## src/rtl/store_narrow_unit_pkg.sv

```systemverilog
// Shared encodings and helpers for the narrowing store path.
package store_narrow_unit_pkg;

  localparam logic [1:0] SZ_BYTE    = 2'b00;
  localparam logic [1:0] SZ_HALF    = 2'b01;
  localparam logic [1:0] SZ_WORD    = 2'b10;
  localparam logic [1:0] SZ_ILLEGAL = 2'b11;

  typedef enum logic [1:0] {
    ST_IDLE = 2'd0,
    ST_SEND = 2'd1,
    ST_DONE = 2'd2,
    ST_ERR  = 2'd3
  } state_t;

  // Index of the final byte for a legal size (N-1).
  function automatic logic [1:0] size_last_idx(input logic [1:0] size);
    case (size)
      SZ_BYTE: size_last_idx = 2'd0;
      SZ_HALF: size_last_idx = 2'd1;
      default: size_last_idx = 2'd3;
    endcase
  endfunction

  // Little-endian byte lane select.
  function automatic logic [7:0] byte_sel(input logic [31:0] data, input logic [1:0] idx);
    case (idx)
      2'd0:    byte_sel = data[7:0];
      2'd1:    byte_sel = data[15:8];
      2'd2:    byte_sel = data[23:16];
      default: byte_sel = data[31:24];
    endcase
  endfunction

endpackage

```

## src/rtl/store_narrow_unit_fit_check.sv

```systemverilog
// Combinational fit/alignment check: inverse of the load sign/zero-extend rule.
module narrow_fit_check
  import store_narrow_unit_pkg::*;
(
  input  logic [31:0] data,
  input  logic [1:0]  size,
  input  logic        sgn,
  input  logic [1:0]  addr_lo,
  output logic        fits,
  output logic        align_ok
);

  // Value fits if the dropped upper bits are a pure sign/zero extension.
  always_comb begin
    fits     = 1'b1;
    align_ok = 1'b0;
    case (size)
      SZ_BYTE: begin
        fits     = sgn ? (data[31:8] == {24{data[7]}}) : (data[31:8] == 24'd0);
        align_ok = 1'b1;
      end
      SZ_HALF: begin
        fits     = sgn ? (data[31:16] == {16{data[15]}}) : (data[31:16] == 16'd0);
        align_ok = ~addr_lo[0];
      end
      SZ_WORD: begin
        fits     = 1'b1;
        align_ok = (addr_lo == 2'b00);
      end
      default: begin
        fits     = 1'b1;
        align_ok = 1'b0;
      end
    endcase
  end

endmodule

```

## src/rtl/store_narrow_unit.sv

```systemverilog
// Narrowing store: fit check at accept, then byte-serial little-endian write.
module store_narrow_unit
  import store_narrow_unit_pkg::*;
#(
  parameter int ADDR_W = 32,
  parameter int CNT_W  = 2
) (
  input  logic              Clk,
  input  logic              Reset,
  input  logic              req_valid,
  output logic              req_ready,
  input  logic [ADDR_W-1:0] req_addr,
  input  logic [31:0]       req_data,
  input  logic [1:0]        req_size,
  input  logic              req_signed,
  output logic              mem_valid,
  input  logic              mem_ready,
  output logic [ADDR_W-1:0] mem_addr,
  output logic [7:0]        mem_byte,
  output logic              mem_last,
  output logic              done,
  output logic              trunc_err,
  output logic              align_err
);

  state_t            state_q, state_d;
  logic [ADDR_W-1:0] addr_q, addr_d;
  logic [31:0]       data_q, data_d;
  logic [CNT_W-1:0]  idx_q, idx_d, last_q, last_d, idx_nxt;
  logic              trunc_q, trunc_d;
  logic              mem_valid_q, mem_valid_d, mem_last_q, mem_last_d;
  logic [ADDR_W-1:0] mem_addr_q, mem_addr_d;
  logic [7:0]        mem_byte_q, mem_byte_d;
  logic              done_q, done_d, trunc_err_q, trunc_err_d, align_err_q, align_err_d;
  logic              fits, align_ok, mem_hs;

  narrow_fit_check u_fit (
    .data     (req_data),
    .size     (req_size),
    .sgn      (req_signed),
    .addr_lo  (req_addr[1:0]),
    .fits     (fits),
    .align_ok (align_ok)
  );

  assign req_ready = (state_q == ST_IDLE);
  assign mem_hs    = mem_valid_q & mem_ready;
  assign idx_nxt   = idx_q + 1'b1;

  // Next-state and next registered outputs; memory port held unless a handshake occurs.
  always_comb begin
    state_d     = state_q;
    addr_d      = addr_q;
    data_d      = data_q;
    idx_d       = idx_q;
    last_d      = last_q;
    trunc_d     = trunc_q;
    mem_valid_d = mem_valid_q;
    mem_last_d  = mem_last_q;
    mem_addr_d  = mem_addr_q;
    mem_byte_d  = mem_byte_q;
    done_d      = 1'b0;
    trunc_err_d = 1'b0;
    align_err_d = 1'b0;
    case (state_q)
      ST_IDLE: begin
        if (req_valid) begin
          addr_d  = req_addr;
          data_d  = req_data;
          trunc_d = ~fits;
          if (!align_ok) begin
            state_d     = ST_ERR;
            done_d      = 1'b1;
            align_err_d = 1'b1;
          end else begin
            state_d     = ST_SEND;
            idx_d       = '0;
            last_d      = size_last_idx(req_size);
            mem_valid_d = 1'b1;
            mem_addr_d  = req_addr;
            mem_byte_d  = req_data[7:0];
            mem_last_d  = (size_last_idx(req_size) == 2'd0);
          end
        end
      end
      ST_SEND: begin
        if (mem_hs) begin
          if (mem_last_q) begin
            state_d     = ST_DONE;
            mem_valid_d = 1'b0;
            mem_last_d  = 1'b0;
            done_d      = 1'b1;
            trunc_err_d = trunc_q;
          end else begin
            idx_d      = idx_nxt;
            mem_addr_d = addr_q + {{(ADDR_W-CNT_W){1'b0}}, idx_nxt};
            mem_byte_d = byte_sel(data_q, idx_nxt);
            mem_last_d = (idx_nxt == last_q);
          end
        end
      end
      default: state_d = ST_IDLE;
    endcase
  end

  // State and output registers with synchronous reset.
  always_ff @(posedge Clk) begin
    if (Reset) begin
      state_q     <= ST_IDLE;
      addr_q      <= '0;
      data_q      <= '0;
      idx_q       <= '0;
      last_q      <= '0;
      trunc_q     <= 1'b0;
      mem_valid_q <= 1'b0;
      mem_last_q  <= 1'b0;
      mem_addr_q  <= '0;
      mem_byte_q  <= '0;
      done_q      <= 1'b0;
      trunc_err_q <= 1'b0;
      align_err_q <= 1'b0;
    end else begin
      state_q     <= state_d;
      addr_q      <= addr_d;
      data_q      <= data_d;
      idx_q       <= idx_d;
      last_q      <= last_d;
      trunc_q     <= trunc_d;
      mem_valid_q <= mem_valid_d;
      mem_last_q  <= mem_last_d;
      mem_addr_q  <= mem_addr_d;
      mem_byte_q  <= mem_byte_d;
      done_q      <= done_d;
      trunc_err_q <= trunc_err_d;
      align_err_q <= align_err_d;
    end
  end

  assign mem_valid = mem_valid_q;
  assign mem_last  = mem_last_q;
  assign mem_addr  = mem_addr_q;
  assign mem_byte  = mem_byte_q;
  assign done      = done_q;
  assign trunc_err = trunc_err_q;
  assign align_err = align_err_q;

endmodule

```

## config.mk

```make
export PLATFORM = sky130hd
export DESIGN_NAME = store_narrow_unit
export DESIGN_NICKNAME = d
export VERILOG_FILES = /design/src/rtl/store_narrow_unit_pkg.sv /design/src/rtl/store_narrow_unit_fit_check.sv /design/src/rtl/store_narrow_unit.sv
export SDC_FILE = /design/constraint.sdc
export NUM_CORES = 1
export LEC_CHECK = 0
export CORE_MARGIN = 10
export CORE_UTILIZATION = 35
export DETAILED_ROUTE_END_ITERATION = 16
export HOLD_SLACK_MARGIN = 0.15
export PLACE_DENSITY_LB_ADDON = 0.3
export SLEW_MARGIN = 20
export SYNTH_ARGS = -nofsm -noshare
export SYNTH_HDL_FRONTEND = slang
export SYNTH_SLANG_ARGS = --single-unit
export TNS_END_PERCENT = 30
```

## constraint.sdc

```tcl
create_clock -name Clk -period 7.8 [get_ports Clk]
set_clock_uncertainty 0.15 [all_clocks]
set_input_delay 1.56 -clock Clk [delete_from_list [all_inputs] [get_ports Clk]]
set_output_delay 1.56 -clock Clk [all_outputs]
set_load 0.03 [all_outputs]
```

; ---- After elaboration in Yosys (flattened, before gate mapping)
; Cells that the tools add are included.
[word_totals]
regBits = 116
in_bits = 71
out_inout_bits = 46
wordCells = 95
[classes]
eq_ne = 13
add_sub_neg = 2
mux = 44
n_reduce_logical = 16
bitwise = 7
[op_table]
columns = cell, n
row1 = 32-bit two-way mux, 4
row2 = 32-bit case mux with 2 select lines, 1
row3 = 32-bit by 2-bit adder with 32-bit output, 1
row4 = 8-bit two-way mux, 4
row5 = 24-bit == test, 1
row6 = 24-bit logical NOT, 1
row7 = 8-bit case mux with 3 select lines, 1
row8 = 2-bit two-way mux, 11
row9 = 16-bit == test, 1
row10 = 16-bit logical NOT, 1
row11 = 8-bit case mux with 2 select lines, 1
row12 = 1-bit two-way mux, 14
row13 = 2-bit case mux with 2 select lines, 3
row14 = 2-bit logical NOT, 5
row15 = 5-bit AND reduction, 2
row16 = "2-bit inequality test, second input constant", 4
row17 = 1-bit case mux with 2 select lines, 4
row18 = "2-bit by 1-bit == test with 1-bit output, second input constant", 3
row19 = 1-bit NOT, 6
row20 = 3-bit AND reduction, 2
row21 = "2-bit == test, second input constant", 2
row22 = 4-bit AND reduction, 1
row23 = 4-bit OR reduction, 1
row24 = 1-bit case mux with 3 select lines, 1
row25 = other kinds (7), 7

; ---- Depth between registers and ports, before layout
; Gate-level depths: netlist of the first run.
[depth]
depth_word = 9
depth_mapped = 9
mapped_depth_nobuf = 9

; ---- By module
; From an unflattened synthesis of the first run, not the netlist that was laid out.
[hier_totals]
hier_cells = 675
hier_area_um2 = 5388.9
[modules_own_cells]
columns = module, area_each_um2, cells_each, instances, seq_area_each_um2
row1 = store_narrow_unit, 5223.8, 648, 1, 2322.2
row2 = narrow_fit_check, 165.2, 27, 1, 0.0

; ---- Worst setup path after synthesis of the first run
; OpenSTA, ideal clock, no wires.
[synth_path]
path_kind = input-to-reg
from = in req_addr[1]
to = reg mem_addr_q[0] (netlist: mem_addr[0])
required_time_ns = 7.559
t_arrival_ns = 2.762
setup_ns = 0.091
n_path_buf = 2
path_slack_ns = 4.797
stages = 7
cell_sequence = o21a_1 > o22a_1 > o21ai_1 > buf_2 > buf_4 > nor2_1 > a311oi_1
[synth_via]
elab_chain_len = 4
[synth_lines]
columns = element, line
row1 = start: declaration, store_narrow_unit.sv:12  ; input logic [ADDR_W-1:0] req_addr,
row2 = 2-bit logical NOT, store_narrow_unit_fit_check.sv:28  ; align_ok = (addr_lo == 2'b00);
row3 = 1-bit case mux with 3 select lines, store_narrow_unit_fit_check.sv:17  ; case (size)
row4 = 2-bit by 1-bit inequality test with 1-bit output (no source line), -
row5 = 5-bit AND reduction (no source line), -
row6 = end signal: assignment, store_narrow_unit.sv:131  ; mem_addr_q <= mem_addr_d;
row7 = end: declaration, store_narrow_unit.sv:32  ; logic [ADDR_W-1:0] mem_addr_q, mem_addr_d;
; Every way passes these cells.
; A chain may end at the register's enable or synchronous reset.

; ---- Worst setup path in the final report of the first run
[layout_path]
from = in req_valid
to = reg mem_addr_q[26] (netlist: mem_addr[26])
[layout_via]
elab_chain_len = 2
[layout_lines]
columns = element, line
row1 = start: declaration, store_narrow_unit.sv:10  ; input logic req_valid,
row2 = 2-bit inequality test (no source line), -
row3 = 5-bit AND reduction (no source line), -
; Every way passes these cells.

==> run_results.csv, run 1 <==
group,metric,value,unit
global_routing,grt_pass1_vias,5024,
setup_path,crit_required,7940,ps
place,placed_cells,970,
power_and_ir_drop,leakage,2.54,nW
die,dieArea,0.0209,mm2
timing,slew_headroom,30.5,%
global_routing,grt_pass1_wl,26700,um
yosys,yosysTopAreaCell,"dfxtp_1",
route,wl_per_cell,16.6,um
yosys,synthXorXnorAreaFrac,5.15,%
yosys,synthTopCellsByArea,"dfxtp_1 43%, nand2_1 13%, a21oi_1 8.4%, nor2_1 3.1%, xor2_1 2.7%",
setup_path,cp-start-kind,"primary input",
run_status,outcome,"finished, final reports clean",
clock_network,cts-htree-levels,4,
yosys,synth_mux_area_share,0.184,%
timing,period_needed,3590,ps
timing,drv_slew,0,
clock_network,cts_resized,0,
route,vias,5346,
route,firstDrtPassIters,6,
place,io_buffers,116,
global_routing,grt-ovfl-total,0,
timing,setup_viol,0,
power_and_ir_drop,seqPwrFrac,39.2,%
yosys,synth_compound_area_share,18.5,%
cells_and_area,area_delta_synth_final,34.3,%
global_routing,grt_max_degree,104,
setup_path,critPathArrivalTime,3730,ps
yosys,synth-adder-area-share,1.75,%
global_routing,antenna_found_initial,0,
power_and_ir_drop,power_switching,0.458,mW
run,cap_viol_max_count,0,
clock_network,path_clk_slew,50,ps
yosys,synth.distinct_cells,54,
yosys,synthSimpleGateAreaFrac,27.5,%
clock_network,holdBufCountCts,0,
timing,tightest_slew,1040,ps
yosys,syn_nets,790,
place,gp_congestion,0.817,
route,first_iter_violations,419,
place,hpwl,11500,um
die,io_pins,117,
timing,fmax,279,MHz
cells_and_area,fin_cells,1003,
cells_and_area,diodes,0,
setup_path,cp_max_fo,71,
hold_path,hp-class,"flip-flop to flip-flop",
yosys,ys_warn_count,0,
power_and_ir_drop,pwr-share-comb,16.2,%
setup_path,end_kind,"flip-flop",
global_routing,grt_use_total,16.0,%
yosys,synth_edf_count,0,
route,vias_per_cell,5.33,
timing,rsz0062_at_grt,"false",
die,core-area,0.0152,mm2
yosys,synth_seq_cells,116,
timing,fin_crit_sh,46.0,%
setup_path,path_class,"primary input to flip-flop",
power_and_ir_drop,powerDensity,235,mW/mm2
yosys,synth_top_family_by_area,"simple AND/OR/NAND/NOR gates",
route,ant_nets,0,
clock_network,cts_sinks,116,
yosys,syn_area_per_cell,7.65,um2
timing,hold_ws,303,ps
die,fp.dieW,145,um
die,rows,45,
yosys,synthCells,712,
yosys,async_flop_share,0,%
timing,tns,0,ps
power_and_ir_drop,p_sw_share,26.7,%
clock_network,root_buffer,"clkbuf_16",
power_and_ir_drop,p_int,1.26,mW
cells_and_area,drive_gt1_share,5.89,%
timing,final_hold_viol_count,0,
yosys,yosysTopAreaCellShare,42.6,%
clock_network,post_cts_buffers,0,
power_and_ir_drop,irDropWorstVdd,0.000156,V
die,die_h,145,um
yosys,yosysSeqAreaShare,42.6,%
yosys,synthesis.area,0.00545,mm2
power_and_ir_drop,power.share.clock,44.6,%
clock_network,tritoncts.num_buffers,17,
clock_network,cts_buffer_depth,2,
route,wirelength,16600,um
cells_and_area,fin_nets,880,
route,drc_errors,0,
die,start_util,35.8,%
yosys,synth_ff_type,"dfxtp_1",
clock_network,cts_tree,"done",
clock_network,insertion_delay,410,ps
==> placed cells by master, fill, tap and decap left out, types with 9 or more instances in the layout <==
cell	count
clkdlybuf4s50_1	115
nor2_1	45
a21oi_1	90
xor2_1	17
clkbuf_16	17
o21ai_0	22
a31oi_1	9
xnor2_1	15
dfxtp_1	116
nor3_1	12
nand3_1	26
nand2_1	189
a311oi_1	10
nand4_1	21
nor4_1	10
==> routing by layer <==
metal / GRT usage, % / share of wire, % / up-vias
li1: - / - / 2686
met1: 21.1 / 45 / 2489
met2: 23.8 / 45 / 154
met3: 5.22 / 8.0 / 17
met4: 5.74 / 1.5 / 0
met5: 0 / 0 / -
==> synth_stat cells (all sizes together) (2+ instances only) <==
library cell	number
xor2	17
buf	11
a31oi	9
ha	6
nand3	26
o22ai	2
o221ai	3
and4	9
nor4	11
inv	5
nand4	22
and3	4
clkbuf	41
nand2	190
a211oi	8
o211ai	4
a222oi	8
xnor2	15
nor2	46
dfxtp	116
a21oi	91
o21ai	23
a311oi	10
or3	3
nor3	13
nor4b	2
o41ai	2
and2	2
==> critical path, cell delays in order <==
cell,delay (ps)
clkdlybuf4s50_1,470
nand2_2,80
buf_4,600
o21ai_2,270
buf_4,290
and4_1,220
a31oi_1,120
o21ai_0,90
==> state kept, by name, summed over array words and instances (netlist names), 2 cells and up <==
signal,flops
mem_byte,8
idx_q,2
last_q,2
state_q,2
addr_q,32
data_q,32
mem_addr,32
==> layout make-up <==
| cell class | instances | area (um2) |
|---|---|---|
| inverter | 5 | 18.8 |
| multi-input combinational | 539 | 2920 |
| clock inverter | 2 | 35.0 |
| fill | 1539 | 7890 |
| tap | 188 | 235 |
| timing repair buffer | 123 | 1230 |
| clock buffer | 30 | 554 |
| sequential | 116 | 2320 |
==> metrics by stage <==
stage	power (mW)	utilization, %	worst slack [ps]	cell area (um2)
final	1.72	48.1	4210	7310
after global routing	1.79	48.1	4020	7310
after CTS	1.73	47.9	4200	7280
after detailed placement	0.962	44.0	3760	6690
after global placement	0.959	44.0	3820	6690
after floorplan	0.839	-	4800	5450
==> cells by family (layout without fill, tap and decap cells) <==
logic type / Yosys count / in the layout
simple gates: 331 / 331
mux: 1 / 1
compound gates: 168 / 168
buf+inv: 57 / 160
flops: 116 / 116
xor+xnor: 32 / 32
fa+ha+maj: 7 / 7
==> power groups by stage <==
| stage | logic (mW) | clock network, mW | registers, mW |
|---|---|---|---|
| after floorplan | 0.133 | 0 | 0.706 |
| after global placement | 0.276 | 0 | 0.683 |
| after detailed placement | 0.278 | 0 | 0.684 |
| after CTS | 0.279 | 0.776 | 0.672 |
| after global routing | 0.305 | 0.810 | 0.678 |
| final | 0.278 | 0.765 | 0.672 |
==> final timing paths <==
path                           start                         to  slack [ps]  cells after the start
max                        req_valid  mem_addr[26]$_SDFFE_PP0P_        4210                      8
min          data_q[13]$_SDFFE_PP0P_    data_q[13]$_SDFFE_PP0P_         300                      2
max reg2reg    idx_q[0]$_SDFFE_PP0P_  mem_addr[13]$_SDFFE_PP0P_        4840                      9
min reg2reg  data_q[13]$_SDFFE_PP0P_    data_q[13]$_SDFFE_PP0P_         300                      2
(Power assumes the default switching activity.)
==> run 2: changes to the inputs <==
==> constraint.sdc (replaced) <==
create_clock -name Clk -period 3.7 [get_ports Clk]
set_clock_uncertainty 0.15 [all_clocks]
set_input_delay 0.74 -clock Clk [delete_from_list [all_inputs] [get_ports Clk]]
set_output_delay 0.74 -clock Clk [all_outputs]
set_load 0.03 [all_outputs]
==> run_results.csv, run 2 (synthesis results as in run 1) <==
group,metric,value,unit
clock_network,cts_sinks,116,
cells_and_area,area_delta_synth_final,34.9,%
setup_path,cp-start-kind,"flip-flop",
timing,tns,0,ps
global_routing,grt_pass1_wl,27200,um
power_and_ir_drop,irDropWorstVdd,0.000366,V
route,wirelength,16900,um
timing,fmax,350,MHz
global_routing,grt-ovfl-total,0,
die,io_pins,117,
cells_and_area,fin_nets,885,
place,hpwl,12000,um
timing,setup_viol,0,
route,wl_per_cell,16.8,um
setup_path,r2r_setup_slack,850,ps
route,ant_nets,0,
clock_network,cts_buffer_depth,2,
route,firstDrtPassIters,5,
die,fp.dieW,145,um
timing,slew_headroom,24.5,%
setup_path,critPathArrivalTime,3050,ps
setup_path,slowest_stage,"nor3_2",
cells_and_area,layout_commonest_cell,"nand2_1",
timing,rsz0062_at_grt,"false",
clock_network,path_clk_slew,50,ps
die,dieArea,0.0209,mm2
setup_path,crit_path_end,"mem_addr[13]$_SDFFE_PP0P_",
route,drc_errors,0,
power_and_ir_drop,p_sw_share,26.8,%
power_and_ir_drop,power.share.clock,45.9,%
run_status,outcome,"finished, final reports clean",
cells_and_area,diodes,0,
power_and_ir_drop,p_int,2.72,mW
place,io_buffers,116,
clock_network,cts_tree,"done",
die,die_h,145,um
clock_network,cts-htree-levels,4,
clock_network,tritoncts.num_buffers,17,
die,rows,45,
clock_network,insertion_delay,420,ps
clock_network,holdBufCountCts,0,
setup_path,path_class,"flip-flop to flip-flop",
setup_path,startpoint,"idx_q[0]$_SDFFE_PP0P_",
route,vias,5408,
global_routing,grt_pass1_vias,5220,
setup_path,r2r_start,"idx_q[0]$_SDFFE_PP0P_",
clock_network,post_cts_buffers,0,
setup_path,cp_cell_sequence,"inv_1 > ha_1 > ha_1 > a21oi_1 > nor3_2 > nand4_1 > xor2_1 > a211o_1 > a21oi_1",
die,core-area,0.0152,mm2
run,cap_viol_max_count,0,
setup_path,crit_required,3890,ps
cells_and_area,utilization,48.3,%
power_and_ir_drop,power_switching,0.996,mW
setup_path,end_kind,"flip-flop",
power_and_ir_drop,powerDensity,506,mW/mm2
timing,final_hold_viol_count,0,
setup_path,path_delay_family,"adder cells",
timing,fin_crit_sh,77.1,%
timing,tightest_slew,1130,ps
timing,drv_slew,0,
route,vias_per_cell,5.37,
setup_path,timing.rr.end,"mem_addr[13]$_SDFFE_PP0P_",
power_and_ir_drop,pwr-share-comb,16.0,%
setup_path,cp.buffers_inverters,1,
global_routing,antenna_found_initial,0,
setup_path,r2r_cells,9,
route,first_iter_violations,525,
timing,period_needed,2850,ps
power_and_ir_drop,seqPwrFrac,38.1,%
setup_path,cp.depth,9,
cells_and_area,n_fill_cell,1540,
global_routing,grt_use_total,16.4,%
place,gp_congestion,0.808,
global_routing,grt_max_degree,104,
die,start_util,35.8,%
clock_network,root_buffer,"clkbuf_16",
hold_path,hp-class,"flip-flop to flip-flop",
cells_and_area,drive_gt1_share,6.71,%
setup_path,cp_max_fo,7,
cells_and_area,final_cell_mix,"189 x nand2_1, 116 x dfxtp_1, 115 x clkdlybuf4s50_1",
setup_path,slowest_delay,480,ps
power_and_ir_drop,leakage,2.57,nW
clock_network,cts_resized,0,
run 2: cell types whose count changed in the layout (fill, tap and decap cells not counted):
cell,delta
clkinvlp_4,+1
bufinv_16,+3
clkbuf_1,-2
clkinv_2,+5
buf_16,-1
clkbuf_8,-7
buf_4,+6
run 2: power by group through the flow:
stage	combinational, mW	sequential, mW	clock [mW]
final	0.595	1.42	1.70
after global routing	0.655	1.43	1.78
after CTS	0.601	1.42	1.72
after detailed placement	0.598	1.44	0
after global placement	0.594	1.44	0
after floorplan	0.281	1.49	0
run 2: stage by stage:
| step | std cells | total power [mW] | instance area [um2] | setup slack (ps) | hold slack (ps) |
|---|---|---|---|---|---|
| floorplan | 712 | 1.77 | 5450 | 1200 | 282 |
| global placement | 976 | 2.04 | 6740 | 707 | 294 |
| detailed placement | 976 | 2.04 | 6740 | 684 | 297 |
| CTS | 1008 | 3.74 | 7350 | 859 | 304 |
| global route | 1008 | 3.86 | 7350 | 642 | 325 |
| finish | 1008 | 3.72 | 7350 | 846 | 302 |
run 2: cell type report:
type	instances	area, um2	area share, %
Tap cell	188	235	3.20
Sequential cell	116	2320	31.6
Timing Repair Buffer	128	1250	17.0
Clock inverter	11	158	2.15
Clock buffer	21	450	6.13
Multi-Input combinational cell	539	2920	39.7
Inverter	5	18.8	0.255
run 2: worst min path at each step:
stage / start / endpoint / cells after the start
floorplan: trunc_q$_SDFFE_PP0P_ / trunc_q$_SDFFE_PP0P_ / 2
finish: mem_addr[12]$_SDFFE_PP0P_ / mem_addr[12]$_SDFFE_PP0P_ / 2
global placement: data_q[11]$_SDFFE_PP0P_ / data_q[11]$_SDFFE_PP0P_ / 2
CTS: mem_addr[12]$_SDFFE_PP0P_ / mem_addr[12]$_SDFFE_PP0P_ / 2
global route: data_q[8]$_SDFFE_PP0P_ / data_q[8]$_SDFFE_PP0P_ / 2
detailed placement: mem_addr[12]$_SDFFE_PP0P_ / mem_addr[12]$_SDFFE_PP0P_ / 2
run 2: routing by layer:
| metal | vias to the layer above | global-route usage (%) | wire [um] |
|---|---|---|---|
| li1 | 2701 | - | - |
| met1 | 2546 | 21.5 | 7820 |
| met2 | 139 | 24.8 | 7660 |
| met3 | 22 | 4.95 | 1120 |
| met4 | 0 | 6.28 | 292 |
| met5 | - | 0 | 0 |
run 2: worst reg2reg max path: cells and delay by family (launching register included):
family / cells / cell delay [ps]
fa+ha+maj: 2 / 700
xor+xnor: 1 / 170
compound gates: 3 / 550
buf+inv: 1 / 120
simple gates: 2 / 650
flops: 1 / 430
